==> src/rtl/mux_arb_pkg.sv <==
// Shared types and helpers for the round-robin mux arbiter.
package mux_arb_pkg;

    typedef enum logic [0:0] {
        ST_IDLE = 1'b0,
        ST_BUSY = 1'b1
    } state_e;

    localparam int MAX_N = 16;

    function automatic int sel_w(input int n);
        return (n < 2) ? 1 : $clog2(n);
    endfunction

    // OR-reduction encoder; a one-hot (or zero) input yields its bit index.
    function automatic logic [3:0] onehot_to_idx(input logic [MAX_N-1:0] oh);
        logic [3:0] idx;
        idx = 4'd0;
        for (int i = 0; i < MAX_N; i++) begin
            idx = idx | (oh[i] ? 4'(i) : 4'd0);
        end
        return idx;
    endfunction

endpackage

==> src/rtl/mux_rr_arbiter_rr_pick.sv <==
// Combinational round-robin picker: first set request after ptr, wrapping modulo N.
module rr_pick
    import mux_arb_pkg::*;
#(
    parameter int N = 4,
    localparam int SEL_W = sel_w(N)
) (
    input  logic [N-1:0]     req,
    input  logic [SEL_W-1:0] ptr,
    output logic             found,
    output logic [SEL_W-1:0] idx,
    output logic [N-1:0]     onehot
);

    localparam int PW = SEL_W + 1;

    logic [2*N-1:0] req2_s;
    logic [PW-1:0]  pos_s;
    logic [PW-1:0]  wrap_s;

    assign req2_s = {req, req};
    assign found  = |req;
    assign idx    = SEL_W'(onehot_to_idx(MAX_N'(onehot)));

    // Walk from the lowest priority slot down so the nearest hit after ptr is written last.
    always_comb begin
        onehot = '0;
        pos_s  = '0;
        wrap_s = '0;
        for (int k = N - 1; k >= 0; k--) begin
            pos_s  = PW'(ptr) + PW'(k) + PW'(1);
            wrap_s = (pos_s >= PW'(N)) ? (pos_s - PW'(N)) : pos_s;
            onehot = req2_s[pos_s] ? (N'(1) << wrap_s) : onehot;
        end
    end

endmodule

==> src/rtl/mux_rr_arbiter.sv <==
// Round-robin burst arbiter sharing one N:1 data mux, with a registered output slice.
module mux_rr_arbiter
    import mux_arb_pkg::*;
#(
    parameter int N      = 4,
    parameter int DATA_W = 8,
    localparam int SEL_W = sel_w(N)
) (
    input  logic                clk,
    input  logic                rst_n,
    input  logic [N-1:0]        in_valid,
    input  logic [N*DATA_W-1:0] in_data,
    input  logic [N-1:0]        in_last,
    output logic [N-1:0]        in_ready,
    output logic                out_valid,
    output logic [DATA_W-1:0]   out_data,
    output logic                out_last,
    input  logic                out_ready,
    output logic [N-1:0]        grant,
    output logic [SEL_W-1:0]    sel
);

    state_e              state_q, state_d;
    logic [N-1:0]        grant_q, grant_d;
    logic [SEL_W-1:0]    sel_q, sel_d;
    logic [SEL_W-1:0]    ptr_q, ptr_d;
    logic                out_valid_q, out_valid_d;
    logic [DATA_W-1:0]   out_data_q, out_data_d;
    logic                out_last_q, out_last_d;

    logic                pick_found_s;
    logic [SEL_W-1:0]    pick_idx_s;
    logic [N-1:0]        pick_onehot_s;
    logic                slot_free_s;
    logic                busy_s;
    logic                accept_s;
    logic [DATA_W-1:0]   own_data_s;
    logic                own_last_s;

    rr_pick #(.N(N)) u_pick (
        .req    (in_valid),
        .ptr    (ptr_q),
        .found  (pick_found_s),
        .idx    (pick_idx_s),
        .onehot (pick_onehot_s)
    );

    assign busy_s      = (state_q == ST_BUSY);
    assign slot_free_s = !out_valid_q || out_ready;
    assign accept_s    = busy_s && slot_free_s && |(in_valid & grant_q);

    // Grant-gated AND-OR mux so non-owner inputs, even unknown ones, never reach the slice.
    always_comb begin
        own_data_s = '0;
        own_last_s = 1'b0;
        for (int i = 0; i < N; i++) begin
            own_data_s = own_data_s | (in_data[i*DATA_W +: DATA_W] & {DATA_W{grant_q[i]}});
            own_last_s = own_last_s | (in_last[i] & grant_q[i]);
        end
    end

    // Only the owner sees ready, and only while the output slot can take a beat.
    always_comb begin
        if (busy_s) begin
            in_ready = grant_q & {N{slot_free_s}};
        end else begin
            in_ready = '0;
        end
    end

    // Arbitration FSM and output slice next-state.
    always_comb begin
        state_d     = state_q;
        grant_d     = grant_q;
        sel_d       = sel_q;
        ptr_d       = ptr_q;
        out_data_d  = out_data_q;
        out_last_d  = out_last_q;
        if (out_ready) begin
            out_valid_d = 1'b0;
        end else begin
            out_valid_d = out_valid_q;
        end
        case (state_q)
            ST_IDLE: begin
                if (pick_found_s) begin
                    state_d = ST_BUSY;
                    grant_d = pick_onehot_s;
                    sel_d   = pick_idx_s;
                end else begin
                    state_d = ST_IDLE;
                end
            end
            ST_BUSY: begin
                if (accept_s) begin
                    out_valid_d = 1'b1;
                    out_data_d  = own_data_s;
                    out_last_d  = own_last_s;
                    if (own_last_s) begin
                        state_d = ST_IDLE;
                        ptr_d   = sel_q;
                        grant_d = '0;
                    end else begin
                        state_d = ST_BUSY;
                    end
                end else begin
                    state_d = ST_BUSY;
                end
            end
            default: begin
                state_d = ST_IDLE;
                grant_d = '0;
            end
        endcase
    end

    // State registers; ptr resets to N-1 so requester 0 wins first.
    always_ff @(posedge clk or negedge rst_n) begin
        if (!rst_n) begin
            state_q     <= ST_IDLE;
            grant_q     <= '0;
            sel_q       <= '0;
            ptr_q       <= SEL_W'(N - 1);
            out_valid_q <= 1'b0;
            out_data_q  <= '0;
            out_last_q  <= 1'b0;
        end else begin
            state_q     <= state_d;
            grant_q     <= grant_d;
            sel_q       <= sel_d;
            ptr_q       <= ptr_d;
            out_valid_q <= out_valid_d;
            out_data_q  <= out_data_d;
            out_last_q  <= out_last_d;
        end
    end

    assign grant     = grant_q;
    assign sel       = sel_q;
    assign out_valid = out_valid_q;
    assign out_data  = out_data_q;
    assign out_last  = out_last_q;

endmodule

==> config.mk <==
export PLATFORM = sky130hd
export DESIGN_NAME = mux_rr_arbiter
export DESIGN_NICKNAME = d
export VERILOG_FILES = /design/src/rtl/mux_arb_pkg.sv /design/src/rtl/mux_rr_arbiter_rr_pick.sv /design/src/rtl/mux_rr_arbiter.sv
export SDC_FILE = /design/constraint.sdc
export NUM_CORES = 1
export LEC_CHECK = 0
export ABC_AREA = 1
export BUFFER_PORTS_ARGS = -buffer_cell sky130_fd_sc_hd__buf_2
export CORE_ASPECT_RATIO = 1.5
export CORE_MARGIN = 1
export CORE_UTILIZATION = 53
export CTS_BUF_LIST = sky130_fd_sc_hd__clkbuf_8
export DETAILED_ROUTE_END_ITERATION = 10
export GPL_ROUTABILITY_DRIVEN = 0
export PLACE_DENSITY = 0.88
export SYNTH_ARGS = -nofsm -noshare
export SYNTH_HDL_FRONTEND = slang
export SYNTH_SLANG_ARGS = --single-unit
==> constraint.sdc <==
create_clock -name clk -period 4 [get_ports clk]
set_clock_uncertainty 0.15 [all_clocks]
set_input_delay 0.8 -clock clk [delete_from_list [all_inputs] [get_ports clk]]
set_output_delay 0.8 -clock clk [all_outputs]
set_load 0.1 [all_outputs]
Yosys cells after proc, flatten, opt, wreduce, memory -nomap -nowiden
Cells that the tools add are included.

$add $sub $neg: 10. Order comparisons: 8. Eq/ne operators: 3. Shift-type cells: 4. Mux-type cells: 31. Bitwise operators: 19. Reduce and logical (&&, ||, !) cells: 10.

Operators by type and width (number): 8-bit AND (4); 4-bit 2-to-1 mux (8); 8-bit bitwise OR (3); 3-bit by 4-bit less-than comparator with 1-bit output (second input constant) (4); 1-bit by 3-bit << shifter with 4-bit output (first input constant) (4); 1-bit binary-select mux with 3-bit select (4); 3-bit >= comparator (second input constant) (4); 3-bit 2-to-1 mux (4); 3-bit subtractor (second input constant) (4); 1-bit 2-to-1 mux (11); 3-bit by 1-bit adder with 3-bit output (second input constant) (3); 4-bit AND (2); 4-bit one-hot mux with 2 select lines (1); 4-bit OR reduction (2); 2-bit by 2-bit adder with 3-bit output (second input constant) (2); 3-bit AND reduction (2); 1-bit AND (4); 2-bit 2-to-1 mux (2); 2-bit by 1-bit != test with 1-bit output (second input constant) (2); 2-bit bitwise OR (2); 2-bit AND reduction (2); 2-bit by 1-bit adder with 3-bit output (second input constant) (1); 1-bit bitwise OR (3); 1-bit logical AND (2); other kinds (5) (5).

Flip-flop bits (word level): 19. Bits of input ports: 43. Output and inout port bits: 20. Word-level logic and storage cells: 92.

Longest topological paths before layout
Gate-level depths: netlist (run 1).

Depth in word-level cells: 12. Depth in mapped cells: 15. Mapped depth without buffers: 14.

Cells and area by module
From an unflattened synthesis (run 1), not the netlist that was laid out.

Cells, all modules: 244. Area total of the unflattened synthesis: 1599.0 sq um.

By module, submodules not included: mux_rr_arbiter (times used 1, cells an instance 150, area each 1093.5 sq um, seq. area each 478.0 sq um); rr_pick (times used 1, cells an instance 94, area each 505.5 sq um, seq. area each 0.0 sq um).

Worst setup path after synthesis (run 1)
No wires, ideal clock.

Path kind: register to output. Start: register grant_q[0], in the netlist grant[0]. End: output in_ready[0]. Arrival: 2.598 ns. Required time: 3.050 ns. Slack: 0.452 ns. Cell stages (with the launch flop): 4. Buffers on the path: 1. Cell sequence: dfrtp_1 clkbuf_1 inv_1 nor2_1.

Cells in the longest elaborated chain, start to end: 2.

Ends and longest elaborated chain: start, declared (RTL line mux_rr_arbiter.sv:24) `logic [N-1:0] grant_q, grant_d;`; start signal, assigned (RTL line mux_rr_arbiter.sv:129) `grant_q <= grant_d;`; 4-bit AND (RTL line mux_rr_arbiter.sv:65) `in_ready = grant_q & {N{slot_free_s}};`; 4-bit 2-to-1 mux (RTL line mux_rr_arbiter.sv:64) `if (busy_s) begin`; end, declared (RTL line mux_rr_arbiter.sv:14) `output logic [N-1:0] in_ready,`.

No other way between the ends.

Worst setup path in the final report (run 1)
Start: input out_ready. End: output in_ready[2].

Cells in the longest elaborated chain, start to end: 3.

Ends and longest elaborated chain: start, declared (RTL line mux_rr_arbiter.sv:18) `input logic out_ready,`; 1-bit logical OR (RTL line mux_rr_arbiter.sv:49) `assign slot_free_s = !out_valid_q || out_ready;`; 4-bit AND (RTL line mux_rr_arbiter.sv:65); 4-bit 2-to-1 mux (RTL line mux_rr_arbiter.sv:64).

No other way between the ends.

==> results of run 1 <==
==> final timing paths <==
kind | slack [ns] | to
setup / recovery | 1.35 | in_ready[2]
hold / removal | 0.31 | out_last$_DFFE_PN0P_
setup reg to reg | 1.64 | sel[0]$_DFFE_PN0P_
hold reg to reg | 0.33 | out_data[6]$_DFFE_PN0P_
max in group asynchronous | 3.06 | ptr_q[0]$_DFFE_PN1P_
min in group clk | 0.33 | out_data[6]$_DFFE_PN0P_
==> through the flow <==
stage | worst slack [ns] | cells | hold WS, ns
final | 1.35 | 310 | 0.312
after global routing | 1.25 | 310 | 0.349
after CTS | 1.34 | 310 | 0.329
after detailed placement | 1.35 | 306 | 0.318
after global placement | 1.36 | 306 | 0.311
after floorplan | 0.452 | 213 | 0.354
==> state kept, by name, summed over array words and instances (netlist names) <==
register   flops
out_data       8
grant          4
ptr_q          2
sel            2
busy_s         1
out_last       1
out_valid      1
==> layout make-up <==
class / instances / share of cell area [%]
flip-flops and latches: 19 / 26.1
well taps: 37 / 2.53
inverters: 25 / 5.54
clock inverters: 1 / 0.205
clock buffers: 3 / 2.26
repair buffers: 62 / 17.0
multi-input cells: 163 / 46.3
==> logic make-up after synthesis <==
group,count (synthesis)
adder cells (fa/ha/maj),8
flip-flops,19
buffers and inverters,31
AND/OR/NAND/NOR,126
AO/OA/AOI/OAI,29
==> cells in the mapped netlist (all sizes together) <==
cell,count
clkbuf,1
a21oi,1
nand3,15
dfstp,2
o21bai,1
inv,24
o21ai,19
clkinv,1
nand2,97
buf,5
a221oi,8
nor4,1
nor2,11
nand4,2
dfrtp,17
ha,8
==> per-layer routing <==
metal / vias up / share of wire, % / GRT usage (%)
met3: 8 / 5.5 / 3.01
met4: 0 / 2.0 / 13.6
met2: 69 / 52 / 48.3
met1: 654 / 41 / 30.5
met5: - / 0 / 0
li1: 798 / - / -
==> critical path, stage by stage <==
cell,delay [ns]
buf_2,0.08
nor2_1,0.04
nor2_1,0.13
inv_1,0.11
nor2_1,0.10
buf_2,0.43
==> flow_summary.yaml, run 1 <==
global_routing:
  grt_antenna_before_repair: 0
  grt_pass1_wl_mm: 5.87
  first_global_vias: 1401
  grt_max_degree: 20
  grt_overflow: 0
  grt_use_total_pct: 27.1
worst_setup_path:
  startpoint: "out_ready"
  crit_type: "in2out"
  required_ns: 3.05
  crit_fanout: 4
  critPathArrivalTime_ns: 1.70
  critPathCaptureType: "output port"
  start_kind: "input port"
  reg2reg_from: "ptr_q[0]$_DFFE_PN1P_"
  r2r_cells: 14
layout:
  num_antenna_cells: 0
  final_cell_mix: "85 x nand2_1, 62 x buf_2, 22 x inv_1"
  final_nets: 325
  drive_gt1_share_pct: 32.6
  fill_cells: 256
  multi_input_area_um2: 847
  finalInstanceArea_um2: 1830
  final_common_cell: "nand2_1"
  final_core_util_pct: 69.0
  seqCellArea_um2: 478
  syn2layout_area_growth_pct: 25.1
yosys:
  yosys.area.top_type: "dfrtp_1"
  synth_xor_area_share_pct: 0
  netlist_area_um2: 1460
  synth_top_family_by_area: "simple AND/OR/NAND/NOR gates"
  synth_nets: 264
  synthMuxAreaShare_pct: 0
  synth.area.top_cells: "dfrtp_1 29%, nand2_1 22%, ha_1 6.8%, inv_1 5.4%, a221oi_1 4.8%"
  synth_top_area_share_pct: 29.1
  synth_cell_types: 24
  synth-adder-area-share_pct: 6.85
  yosys_warnings: 0
  ys_ff_latch: 19
  synth_cells: 213
  syn_area_per_cell_um2: 6.86
  synth-simple-area-share_pct: 37.9
  yosysSeqAreaShare_pct: 32.7
  synth_compound_area_share_pct: 13.2
floorplanning:
  dieArea_um2: 2980
  die_x_um: 44.9
  coreArea_um2: 2650
  ios: 63
  rows: 23
  initial_core_util_pct: 55.2
  die_h_um: 66.3
worst_hold_path:
  hold_path.class: "in2async"
clock_tree:
  clk_path_buf_depth: 2
  clk_pin_slew_ns: 0.07
  clock_latency_ns: 0.26
  cts_buffers: 3
  post-cts-setup-buffer-count: 0
  cts_hold_buf: 0
  root_buffer: "clkbuf_8"
  cts_tree: "done"
  cts_resized: 0
  cts_sinks: 19
  htreeDepth: 1
route:
  initialDrtViolationCount: 39
  wl_per_cell_um: 11.2
  vias: 1529
  viasPerCell: 4.93
  firstDrtPassIters: 4
  drc: 0
  detail-route-antenna-nets: 0
  drt_wl_total_mm: 3.46
job:
  cap_violations: 0
timing:
  fmax_ghz: 0.378
  max_slew_margin_pct: 66.9
  worstMarginPinSlew_ns: 0.496
  timing.setup.tns_ns: 0
  slew_violations: 0
  finalHoldViolCount: 0
  period_share_pct: 66.2
  finalSetupViolCount: 0
  fin_crit_ns: 2.65
  rsz0062_at_grt: "no"
place:
  io_buffers: 62
  dpl_cell_area_um2: 1780
  dp_hpwl_mm: 2.79
status:
  status: "finished clean"
Power of run 1 is not shown: default switching activity piles up to over one toggle a cycle in this logic, so the estimate is an artifact.
==> inputs of run 2 (changes only) <==
--- a/config.mk
+++ b/config.mk
@@ -9,11 +9,11 @@
 export BUFFER_PORTS_ARGS = -buffer_cell sky130_fd_sc_hd__buf_2
 export CORE_ASPECT_RATIO = 1.5
 export CORE_MARGIN = 1
-export CORE_UTILIZATION = 53
+export CORE_UTILIZATION = 44
 export CTS_BUF_LIST = sky130_fd_sc_hd__clkbuf_8
 export DETAILED_ROUTE_END_ITERATION = 10
 export GPL_ROUTABILITY_DRIVEN = 0
-export PLACE_DENSITY = 0.88
+export PLACE_DENSITY = 0.78
 export SYNTH_ARGS = -nofsm -noshare
 export SYNTH_HDL_FRONTEND = slang
 export SYNTH_SLANG_ARGS = --single-unit
==> constraint.sdc (replaced) <==
create_clock -name clk -period 2.4 [get_ports clk]
set_clock_uncertainty 0.15 [all_clocks]
set_input_delay 0.48 -clock clk [delete_from_list [all_inputs] [get_ports clk]]
set_output_delay 0.48 -clock clk [all_outputs]
set_load 0.1 [all_outputs]
==> run 2 against run 1 <==
- the flow now finishes with violations (hold timing)
- final cell count rose by 1.6%
- worst hold slack got worse by 0.31 ns
- final area rose by 6.4%
- critical path depth rose by 7
- sequential share of layout area fell by 1.3 points
- global-route usage fell by 3.5 points
- via count rose by 3.8%
- worst setup slack got worse by 1.1 ns
- count of clock-buffer cells in the layout did not move
- non-clock buffer count rose by 2
- wire length rose by 9.4%
- critical endpoint is now sel[0]$_DFFE_PN0P_
==> flow_summary.yaml, run 2 (same netlist as run 1, synthesis figures left out) <==
route:
  firstDrtPassIters: 4
  drc: 0
  wl_per_cell_um: 12.0
  initialDrtViolationCount: 42
  detail-route-antenna-nets: 0
  viasPerCell: 5.04
  drt_wl_total_mm: 3.79
  vias: 1587
layout:
  syn2layout_area_growth_pct: 33.1
  final_nets: 327
  drive_gt1_share_pct: 36.7
  final_common_cell: "nand2_1"
  final_core_util_pct: 61.6
  largest_register_ffs: 8
  num_antenna_cells: 0
  final_cell_mix: "85 x nand2_1, 58 x buf_2, 21 x inv_1"
clock_tree:
  cts_sinks: 19
  cts_buffers: 3
  clock_latency_ns: 0.26
  clk_pin_slew_ns: 0.08
  cts_hold_buf: 0
  cts_tree: "done"
  htreeDepth: 1
  clk_path_buf_depth: 2
  root_buffer: "clkbuf_8"
global_routing:
  grt_antenna_before_repair: 0
  grt_use_total_pct: 23.5
  grt_max_degree: 20
  grt_pass1_wl_mm: 6.50
  first_global_vias: 1572
  grt_overflow: 0
worst_setup_path:
  crit_type: "reg2reg"
  critical_path.most_common_cell: "nand2_1"
  start_kind: "register"
  critPathCaptureType: "register"
  critPathArrivalTime_ns: 2.14
  cpPeakStageDelay_ns: 0.58
  reg2reg_from: "ptr_q[1]$_DFFE_PN1P_"
  crit_slowest_cell: "dfstp_2"
  crit_fanout: 6
  path_cells: "inv_1, ha_2, inv_2, nand2_1, nand2_2, nand2_2, nand2_4, nor2_1, nor2_1, nand2_1, nand2_1, nand2_1, nand3_1"
  required_ns: 2.40
  critical_path.top_delay_family: "simple AND/OR/NAND/NOR gates"
  worst-path-buf-inv: 2
  startpoint: "ptr_q[1]$_DFFE_PN1P_"
timing:
  slew_violations: 0
  fin_crit_ns: 2.15
  fmax_ghz: 0.466
  worstMarginPinSlew_ns: 0.492
  max_slew_margin_pct: 67.4
  timing.setup.tns_ns: 0
  finalSetupViolCount: 0
  whs_ns: -0.000318
  finalHoldViolCount: 1
  period_share_pct: 89.5
  rsz0062_at_grt: "no"
worst_hold_path:
  hold_path.class: "in2async"
floorplanning:
  rows: 25
  die_x_um: 49.1
  initial_core_util_pct: 46.3
  dieArea_um2: 3560
  coreArea_um2: 3160
  ios: 63
  die_h_um: 72.6
place:
  dp_hpwl_mm: 3.07
  io_buffers: 62
job:
  cap_violations: 0
status:
  status: "finished with violations"
  violations: "hold timing"
-- run 2: changes by cell type in the layout (fill, tap and decap cells not counted), sizes merged --
cell / before / now
inv: 25 / 24
buf: 62 / 64
clkinv: 1 / 2
-- run 2: per-layer routing --
metal,wire length [um],vias to the layer above,share of wire (%),global-route usage [%]
met5,0,-,0,0
met4,96,0,2.5,11.8
met3,199,8,5.2,3.54
met2,2030,67,54,47.2
met1,1460,710,39,22.7
li1,-,802,-,-
-- run 2: cell type report --
type	instances	area, um^2
Fill cell	311	1210
Tap cell	40	50.0
Clock inverter	1	5.00
Multi-Input combinational cell	163	880
Sequential cell	19	483
Clock buffer	3	41.3
Timing Repair Buffer	64	385
Inverter	25	101
-- run 2: metrics by stage --
stage / worst slack, ns / cells / cell area (um^2) / hold slack, ns
floorplan: 0.0666 / 213 / 1500 / 0.0344
global placement: 0.322 / 311 / 1900 / 0.285
detailed placement: 0.251 / 311 / 1900 / 0.293
CTS: 0.238 / 315 / 1940 / 0.0113
global route: 0.0265 / 315 / 1950 / 0.0370
finish: 0.252 / 315 / 1950 / -0.000318
-- run 2: worst paths after layout --
path | slack, ns | depth (start not counted) | end
hold / removal | -0.0003 | 1 | out_data[0]$_DFFE_PN0P_
setup / recovery | 0.25 | 13 | sel[0]$_DFFE_PN0P_
min in group clk | 0.27 | 2 | out_valid$_DFF_PN0_
hold reg to reg | 0.34 | 2 | out_data[2]$_DFFE_PN0P_
setup reg to reg | 0.25 | 13 | sel[0]$_DFFE_PN0P_
max in group asynchronous | 1.75 | 1 | ptr_q[1]$_DFFE_PN1P_
-- run 2: worst register-to-register path, stage by stage (launching register included) --
cell and delay [ns]:
dfstp_2 0.58, inv_1 0.12, ha_2 0.41, inv_2 0.07
nand2_1 0.07, nand2_2 0.06, nand2_2 0.07, nand2_4 0.07
nor2_1 0.12, nor2_1 0.06, nand2_1 0.06, nand2_1 0.06
nand2_1 0.07, nand3_1 0.07
-- run 2: what timing repair did --
action	4_1_cts	5_1_grt
setup buffers	0	0
gates resized for setup	0	1
endpoints found under the setup margin	0	1
Power of run 2 is left out for the same reason.
